===== src/rtl/blinky_pkg.sv =====
// Shared definitions for the blink generator / detector family.
//   CNT_DW      default width of half-period counters
//   LOCK_N_DEF  default number of consecutive matching measurements for lock
//   TOL_DEF     default half-period match tolerance in cycles
//   det_state_e detector FSM states
package blinky_pkg;

  localparam int unsigned CNT_DW     = 8;
  localparam int unsigned LOCK_N_DEF = 4;
  localparam int unsigned TOL_DEF    = 2;

  typedef enum logic [1:0] {
    IDLE = 2'd0,
    ACQ  = 2'd1,
    LOCK = 2'd2
  } det_state_e;

endpackage : blinky_pkg


===== src/rtl/sync_2ff.sv =====
// Two-flop synchroniser for a single asynchronous bit.
//   clk_i   destination clock
//   rst_ni  asynchronous reset, active-low (both flops clear to 0)
//   d_i     asynchronous input
//   q_o     synchronised output, two clk_i cycles of latency
module sync_2ff (
  input  logic clk_i,
  input  logic rst_ni,
  input  logic d_i,
  output logic q_o
);

  logic meta_q;

  always_ff @(posedge clk_i or negedge rst_ni) begin
    if (!rst_ni) begin
      meta_q <= 1'b0;
      q_o    <= 1'b0;
    end else begin
      // NOTE: non-blocking assignments make this a true two-stage shift; blocking
      // ones would collapse both stages into a single flop.
      meta_q <= d_i;
      q_o    <= meta_q;
    end
  end

endmodule : sync_2ff


===== src/rtl/blink_detector.sv =====
// Measures the half-period of an external toggling input, declares lock once
// LOCK_N consecutive measurements agree within TOL cycles, and flags loss of
// signal when the counter saturates without seeing a toggle.
//   clk_i           clock
//   rst_ni          asynchronous reset, active-low
//   en_i            measurement enable; low returns the detector to IDLE
//   blink_i         toggling input, asynchronous to clk_i
//   period_o        last measured half-period in cycles, held between updates
//   period_valid_o  1-cycle pulse, period_o updated in the same cycle
//   locked_o        level, half-period stable
//   timeout_o       1-cycle pulse, no toggle for 2**DW-1 cycles
module blink_detector
  import blinky_pkg::*;
#(
  parameter int unsigned DW     = CNT_DW,
  parameter int unsigned LOCK_N = LOCK_N_DEF,
  parameter int unsigned TOL    = TOL_DEF
) (
  input  logic          clk_i,
  input  logic          rst_ni,
  input  logic          en_i,
  input  logic          blink_i,
  output logic [DW-1:0] period_o,
  output logic          period_valid_o,
  output logic          locked_o,
  output logic          timeout_o
);

  localparam int unsigned MW = $clog2(LOCK_N + 1);

  // Edge detection on the synchronised input
  logic blink_s, blink_d;
  logic blink_edge;

  sync_2ff u_sync (
    .clk_i  (clk_i),
    .rst_ni (rst_ni),
    .d_i    (blink_i),
    .q_o    (blink_s)
  );

  always_ff @(posedge clk_i or negedge rst_ni) begin
    if (!rst_ni) blink_d <= 1'b0;
    else         blink_d <= blink_s;
  end

  assign blink_edge = blink_s ^ blink_d;

  // Detector state
  det_state_e      state_q;
  logic [DW-1:0]   cnt_q;
  logic [MW-1:0]   match_q;
  logic            have_prev_q;

  // Comparator: absolute difference is formed one bit wider so the subtraction
  // never wraps, then compared against the tolerance.
  logic [DW:0]   cnt_ext, prev_ext, diff;
  logic          within_tol;
  logic [MW-1:0] match_inc;
  logic          cnt_max;

  always_comb begin
    // NOTE: every combinational output gets a default first so no path can
    // leave it unassigned and infer a latch.
    cnt_ext    = {1'b0, cnt_q};
    prev_ext   = {1'b0, period_o};
    diff       = '0;
    if (cnt_ext >= prev_ext) diff = cnt_ext - prev_ext;
    else                     diff = prev_ext - cnt_ext;
    within_tol = (diff <= (DW+1)'(TOL));
    match_inc  = (match_q == MW'(LOCK_N)) ? match_q : match_q + 1'b1;
    cnt_max    = (cnt_q == '1);
  end

  always_ff @(posedge clk_i or negedge rst_ni) begin
    // NOTE: every register, outputs included, returns to a defined value on
    // reset so no pulse or stale lock can appear after release.
    if (!rst_ni) begin
      state_q        <= IDLE;
      cnt_q          <= '0;
      match_q        <= '0;
      have_prev_q    <= 1'b0;
      period_o       <= '0;
      period_valid_o <= 1'b0;
      locked_o       <= 1'b0;
      timeout_o      <= 1'b0;
    end else begin
      period_valid_o <= 1'b0;
      timeout_o      <= 1'b0;

      if (!en_i) begin
        state_q     <= IDLE;
        cnt_q       <= '0;
        match_q     <= '0;
        have_prev_q <= 1'b0;
        locked_o    <= 1'b0;
      end else begin
        unique case (state_q)
          IDLE: begin
            cnt_q <= '0;
            if (blink_edge) begin
              state_q     <= ACQ;
              cnt_q       <= DW'(1);
              have_prev_q <= 1'b0;
            end
          end

          ACQ, LOCK: begin
            // An edge in the saturation cycle is still a valid measurement,
            // so it takes priority over the timeout.
            if (blink_edge) begin
              period_o       <= cnt_q;
              period_valid_o <= 1'b1;
              cnt_q          <= DW'(1);
              if (!have_prev_q) begin
                have_prev_q <= 1'b1;
                match_q     <= '0;
              end else if (within_tol) begin
                match_q <= match_inc;
                if (match_inc == MW'(LOCK_N)) begin
                  state_q  <= LOCK;
                  locked_o <= 1'b1;
                end
              end else begin
                match_q  <= '0;
                state_q  <= ACQ;
                locked_o <= 1'b0;
              end
            end else if (cnt_max) begin
              state_q     <= IDLE;
              cnt_q       <= '0;
              match_q     <= '0;
              have_prev_q <= 1'b0;
              locked_o    <= 1'b0;
              timeout_o   <= 1'b1;
            end else begin
              cnt_q <= cnt_q + 1'b1;
            end
          end

          default: state_q <= IDLE;
        endcase
      end
    end
  end

endmodule : blink_detector


===== config.mk =====
export PLATFORM = sky130hd
export DESIGN_NAME = blink_detector
export DESIGN_NICKNAME = d
export VERILOG_FILES = /design/src/rtl/blinky_pkg.sv /design/src/rtl/sync_2ff.sv /design/src/rtl/blink_detector.sv
export SDC_FILE = /design/constraint.sdc
export NUM_CORES = 1
export LEC_CHECK = 0
export CORE_MARGIN = 1
export CORE_UTILIZATION = 53
export DETAILED_ROUTE_END_ITERATION = 16
export GPL_TIMING_DRIVEN = 0
export PLACE_DENSITY = 0.76
export SLEW_MARGIN = 20
export SYNTH_ARGS = -nofsm -noshare
export SYNTH_HDL_FRONTEND = slang
export SYNTH_HIERARCHICAL = 1
export SYNTH_SLANG_ARGS = --single-unit

===== constraint.sdc =====
create_clock -name clk_i -period 2.5 [get_ports clk_i]
set_input_delay 0.5 -clock clk_i [delete_from_list [all_inputs] [get_ports clk_i]]
set_output_delay 0.5 -clock clk_i [all_outputs]
set_load 0.02 [all_outputs]

==> results of run 1 <==
placed cells by master, fill, tap and decap left out, types with 4 or more instances in the layout:
cell type        synthesis  final
nand2_1                 25     25
o21ai_0                 20     20
buf_4                    1      7
nand4_1                  6      6
nor2_1                  17     17
ha_1                    21     20
nand3_1                 13     13
dfrtp_1                 28     25
clkbuf_8                 1      4
clkdlybuf4s50_1          0     12
xnor2_1                  7      7
inv_1                   31     29
a21oi_1                 20     19
clkbuf_1                 3      4
report_power, final:
part,switching [mW],internal [mW]
Sequential,0.0421,0.500
Combinational,0.746,0.729
Clock,0.136,0.114
path summary, 6_finish.rpt:
kind / start / endpoint / slack, ns / cells past startpoint
min reg2reg: u_sync/meta_q$_DFF_PN0_ / u_sync/q_o$_DFF_PN0_ / 0.36 / 0
min in group clk_i: u_sync/meta_q$_DFF_PN0_ / u_sync/q_o$_DFF_PN0_ / 0.36 / 0
max: period_o[0]$_DFFE_PN0P_ / state_q[1]$_DFFE_PN0P_ / -0.40 / 13
max in group asynchronous: rst_ni / cnt_q[0]$_DFFE_PN0P_ / 1.82 / 1
min: rst_ni / match_q[0]$_DFFE_PN0P_ / 0.22 / 1
max reg2reg: period_o[0]$_DFFE_PN0P_ / state_q[1]$_DFFE_PN0P_ / -0.40 / 13
repair_timing:
action	in CTS	in global routing
resized for setup	7	2
pin swaps	4	1
cloned	0	0
buffers inserted	7	0
hold buffers	0	0
setup endpoints to repair	6	6
routing by layer:
metal	GRT usage (%)	vias up	share of wire, %
met5	0	-	0
met4	8.97	0	1.8
met3	4.83	9	4.2
met2	39.2	51	45
met1	34.9	873	49
li1	-	921	-
registers in the layout, summed over array words and instances (netlist names):
register        flops
period_valid_o      1
match_q             3
u_sync/meta_q       1
u_sync/q_o          1
state_q             2
period_o            8
locked_o            1
have_prev_q         1
blink_d             1
cnt_q               8
timeout_o           1
per-stage QoR:
stage          utilization, %  hold WS [ns]  TNS [ns]  std cells  setup WS, ns
3_5_place_dp             62.6         0.346     -2.96        312        -0.549
2_1_floorplan               -         0.204     -1.54        251        -0.287
4_1_cts                  66.2         0.246     -2.13        323        -0.394
3_3_place_gp             62.7         0.335     -2.79        312        -0.506
5_1_grt                  66.3         0.267     -2.93        323        -0.536
6_report                 66.3         0.222     -2.12        323        -0.396
kinds of logic (layout without fill, tap and decap cells):
family                     after synthesis  after routing  synth area share (%)
and+or+nand+nor                         77             77                  17.4
AOI/OAI and AO/OA                       68             68                  21.3
muxes                                    4              4                  1.91
buffers and inverters                   41             65                  8.87
DFF                                     28             28                  32.5
adders and majority gates               23             23                  14.0
xor gates and xnor gates                10             10                  4.06
cell type report:
type,count,area [um^2],area share [%]
Multi-Input combinational cell,182,1310,52.4
Sequential cell,28,704,28.2
Timing Repair Buffer,20,190,7.60
Inverter,31,116,4.65
Buffer,10,75.1,3.00
Tap cell,48,60.1,2.40
Clock buffer,4,45.0,1.80
critical path, delay by kind of cell, from the launching register on:
kind	cells	cell delay, ns
flip-flops	1	0.42
multiplexers	1	0.20
adder cells (fa/ha/maj)	2	0.47
AO/OA/AOI/OAI	5	0.85
AND/OR/NAND/NOR	2	0.60
buffers and inverters	3	0.26
==> results.sh, run 1 <==
export IMPL_synth_common_cells="31 x inv_1, 28 x dfrtp_1, 25 x nand2_1, 21 x ha_1"
export IMPL_htree_levels=1
export IMPL_grt_pass1_vias=1742
export IMPL_synth_edf_count=0
export IMPL_wl_um=4700
export IMPL_relSlewSlack_pct=58.2
export IMPL_synth_cells=251
export IMPL_end_kind="register"
export IMPL_drc=0
export IMPL_rows=22
export IMPL_seq_area_frac_synth_pct=32.5
export IMPL_critPathLaunchType="register"
export IMPL_min_path_type="input pin to asynchronous set/reset pin"
export IMPL_p_leak_nw=1.05
export IMPL_n_fill_cell=300
export IMPL_mappedNetlistArea_mm2=0.00216
export IMPL_diodes=0
export IMPL_rsz0062_at_grt="true"
export IMPL_dp_hpwl_um=3380
export IMPL_p_total_mw=2.27
export IMPL_die_area_mm2=0.00433
export IMPL_finalClockSkew_ns=0.00908
export IMPL_cpMaxStageDelayCell="or4b_4"
export IMPL_setup_viol=6
export IMPL_cts_root_buf="clkbuf_8"
export IMPL_synth_top_cell_area_share_pct=32.5
export IMPL_dpl_cell_area_mm2=0.00236
export IMPL_ir_drop_v=0.000578
export IMPL_cp_arrival_ns=3.08
export IMPL_first_iter_violations=125
export IMPL_async_reset_ff_share_pct=100
export IMPL_drive_gt1_share_pct=14.2
export IMPL_antenna_found_initial=0
export IMPL_clk_pin_slew_ns=0.09
export IMPL_clock_latency_ns=0.28
export IMPL_gp_congestion=0.878
export IMPL_worst_slew_pin_slew_ns=0.628
export IMPL_crit_chain="inv_2, ha_4, inv_2, fa_2, a21o_1, a21oi_2, mux2i_1, o2111ai_1, or4b_4, o21ai_4, buf_12, nand3_4, o32ai_2"
export IMPL_ys_seq_elements=28
export IMPL_place_port_buffers=13
export IMPL_path_common_cell="inv_2"
export IMPL_vias=1854
export IMPL_start_util_pct=57.2
export IMPL_synth_top_cell_by_area="dfrtp_1"
export IMPL_powerDensity_mw_per_mm2=907
export IMPL_synthFlopType="dfrtp_1"
export IMPL_wl_per_cell_um=14.5
export IMPL_layout_min_cycle_time_ns=2.90
export IMPL_status="finished, violations left"
export IMPL_postRouteAntennaNets=0
export IMPL_slew_viol_final=0
export IMPL_grt_max_degree=29
export IMPL_drtPass1Iterations=4
export IMPL_clock_sinks=28
export IMPL_grt_pass1_wl_um=8270
export IMPL_stdcell_area_mm2=0.00250
export IMPL_slowest_delay_ns=0.54
export IMPL_yosys_warnings=6
export IMPL_yosysMostFrequentCell="inv_1"
export IMPL_setup_slack_ns=-0.396
export IMPL_grt_overflow_total=0
export IMPL_synth_cell_type_count=54
export IMPL_die_w_um=65.8
export IMPL_cap_violations=0
export IMPL_hold_viol=0
export IMPL_grt_usage_pct=25.2
export IMPL_ys_top_cells_by_area="dfrtp_1 32%, ha_1 12%, inv_1 5.4%"
export IMPL_clockBufferDepth=2
export IMPL_crit_fanout=5
export IMPL_fmax_mhz=345
export IMPL_cts_buffers=3
export IMPL_final_net_count=303
export IMPL_io_pins=15
export IMPL_die_y_um=65.8
export IMPL_core_area_mm2=0.00377
export IMPL_path_class="register to register"
export IMPL_worst_ep_required_time_ns=2.68
export IMPL_timing_final_crit_share_pct=116
export IMPL_area_growth_pct=15.9
export IMPL_synth_nets=278
export IMPL_violations="negative setup slack"
export IMPL_syn_area_per_cell_um2=8.60
export IMPL_cts_tree="built"
export IMPL_viasPerCell=5.74
Power figures use the tool's default switching activity.
==> run 2, diff against run 1 <==
--- a/config.mk
+++ b/config.mk
@@ -9,7 +9,7 @@
 export CORE_UTILIZATION = 53
 export DETAILED_ROUTE_END_ITERATION = 16
 export GPL_TIMING_DRIVEN = 0
-export PLACE_DENSITY = 0.76
+export PLACE_DENSITY_LB_ADDON = 0.05
 export SLEW_MARGIN = 20
 export SYNTH_ARGS = -nofsm -noshare
 export SYNTH_HDL_FRONTEND = slang
==> results.sh, run 2 (synthesized netlist as in run 1, its figures left out) <==
export IMPL_reg2regPathDepth=13
export IMPL_rr_startpoint="period_o[0]$_DFFE_PN0P_"
export IMPL_final_cell_mix="29 x inv_1, 25 x nand2_1, 25 x dfrtp_1"
export IMPL_area_growth_pct=15.3
export IMPL_clock_sinks=28
export IMPL_crit_chain="inv_2, ha_4, inv_2, fa_2, a21o_1, a21oi_2, mux2i_1, o2111ai_1, or4b_4, o21ai_4, buf_4, a21oi_2, o32ai_2"
export IMPL_rrSetupSlack_ns=-0.40
export IMPL_finalClockSkew_ns=0.00811
export IMPL_worst_ep_required_time_ns=2.68
export IMPL_grt_overflow_total=0
export IMPL_crit_family="compound AO/OA/AOI/OAI gates"
export IMPL_layout_commonest_cell="inv_1"
export IMPL_place_port_buffers=13
export IMPL_clk_pin_slew_ns=0.09
export IMPL_clock_latency_ns=0.27
export IMPL_rsz0062_at_grt="true"
export IMPL_htree_levels=1
export IMPL_timing_final_crit_share_pct=116
export IMPL_grt_usage_pct=24.3
export IMPL_die_w_um=65.8
export IMPL_die_area_mm2=0.00433
export IMPL_cpMaxStageDelayCell="or4b_4"
export IMPL_min_path_type="input pin to asynchronous set/reset pin"
export IMPL_ir_drop_v=0.000671
export IMPL_p_total_mw=2.20
export IMPL_cp_buffers_inverters=3
export IMPL_core_area_mm2=0.00377
export IMPL_gp_congestion=0.859
export IMPL_path_depth=13
export IMPL_stdcell_area_mm2=0.00249
export IMPL_hold_viol=0
export IMPL_grt_pass1_vias=1722
export IMPL_postRouteAntennaNets=0
export IMPL_vias=1850
export IMPL_relSlewSlack_pct=59.9
export IMPL_slowest_delay_ns=0.57
export IMPL_grt_pass1_wl_um=7950
export IMPL_p_leak_nw=1.06
export IMPL_powerDensity_mw_per_mm2=884
export IMPL_fin_util_pct=66.0
export IMPL_setup_slack_ns=-0.405
export IMPL_io_pins=15
export IMPL_cts_root_buf="clkbuf_8"
export IMPL_top_regs="cnt_q (8), period_o (8), match_q (3)"
export IMPL_cts_tree="built"
export IMPL_first_iter_violations=148
export IMPL_start_util_pct=57.2
export IMPL_end_kind="register"
export IMPL_critPathLaunchType="register"
export IMPL_drtPass1Iterations=4
export IMPL_antenna_found_initial=0
export IMPL_path_class="register to register"
export IMPL_cts_buffers=3
export IMPL_dp_hpwl_um=3520
export IMPL_drc=0
export IMPL_dp_slack_ns=-0.554
export IMPL_grt_max_degree=29
export IMPL_dpl_cell_area_mm2=0.00236
export IMPL_viasPerCell=5.73
export IMPL_slew_viol_final=0
export IMPL_diodes=0
export IMPL_wl_um=4730
export IMPL_layout_min_cycle_time_ns=2.90
export IMPL_setup_viol=6
export IMPL_cap_violations=0
export IMPL_r2r_end="state_q[1]$_DFFE_PN0P_"
export IMPL_die_y_um=65.8
export IMPL_worst_slew_pin_slew_ns=0.601
export IMPL_clockBufferDepth=2
export IMPL_cp_arrival_ns=3.08
export IMPL_final_net_count=303
export IMPL_crit_fanout=5
export IMPL_violations="negative setup slack"
export IMPL_drive_gt1_share_pct=14.9
export IMPL_wl_per_cell_um=14.6
export IMPL_fmax_mhz=344
export IMPL_status="finished, violations left"
export IMPL_rows=22
-- run 2: worst max-delay path by stage --
| stage | from | endpoint |
|---|---|---|
| 2_1_floorplan | period_o[0]$_DFFE_PN0P_ | state_q[1]$_DFFE_PN0P_ |
| 3_3_place_gp | cnt_q[0]$_DFFE_PN0P_ | state_q[1]$_DFFE_PN0P_ |
| 3_5_place_dp | cnt_q[0]$_DFFE_PN0P_ | state_q[1]$_DFFE_PN0P_ |
| 4_1_cts | period_o[0]$_DFFE_PN0P_ | state_q[1]$_DFFE_PN0P_ |
| 5_1_grt | period_o[0]$_DFFE_PN0P_ | state_q[1]$_DFFE_PN0P_ |
| 6_report | period_o[0]$_DFFE_PN0P_ | state_q[1]$_DFFE_PN0P_ |
-- run 2: report_power, final --
group / leakage [nW] / total [mW] / switching, mW / internal (mW)
clock: 0.0288 / 0.274 / 0.133 / 0.141
sequential: 0.375 / 0.542 / 0.0412 / 0.501
combinational: 0.651 / 1.38 / 0.747 / 0.637
-- run 2: area by class of cell --
class	count	area [um^2]
Multi-Input combinational cell	183	1310
Timing Repair Buffer	19	170
Sequential cell	28	704
Inverter	31	116
Buffer	10	75.1
Tap cell	48	60.1
Fill cell	320	1280
Clock buffer	4	55.1
-- run 2: what timing repair did --
action,CTS,global route
endpoints found under the setup margin,6,6
gates cloned,1,0
buffers inserted,6,0
resized for setup,5,1
hold buffers,0,0
endpoints found under the hold margin,0,0
pin swaps,5,0
-- run 2: layer usage --
| metal | global-route usage (%) | share of wire [%] | up-vias |
|---|---|---|---|
| met2 | 37.6 | 44 | 49 |
| met1 | 33.3 | 50 | 871 |
| met3 | 4.83 | 4.4 | 8 |
| met5 | 0 | 0 | - |
| met4 | 8.97 | 2.1 | 0 |
| li1 | - | - | 922 |
-- run 2: per-stage QoR --
step	instances	TNS [ns]	hold slack, ns
after floorplan	251	-1.54	0.204
after global placement	312	-2.91	0.340
after detailed placement	312	-3.10	0.348
after CTS	323	-2.35	0.243
after global routing	323	-2.87	0.265
final	323	-2.26	0.222
==> run 3, diff against run 2 <==
--- a/config.mk
+++ b/config.mk
@@ -8,6 +8,7 @@
 export CORE_MARGIN = 1
 export CORE_UTILIZATION = 53
 export DETAILED_ROUTE_END_ITERATION = 16
+export GPL_ROUTABILITY_DRIVEN = 0
 export GPL_TIMING_DRIVEN = 0
 export PLACE_DENSITY_LB_ADDON = 0.05
 export SLEW_MARGIN = 20
==> results of run 3 <==
The final DEF is identical to that of run 2; final timing and power are the same.
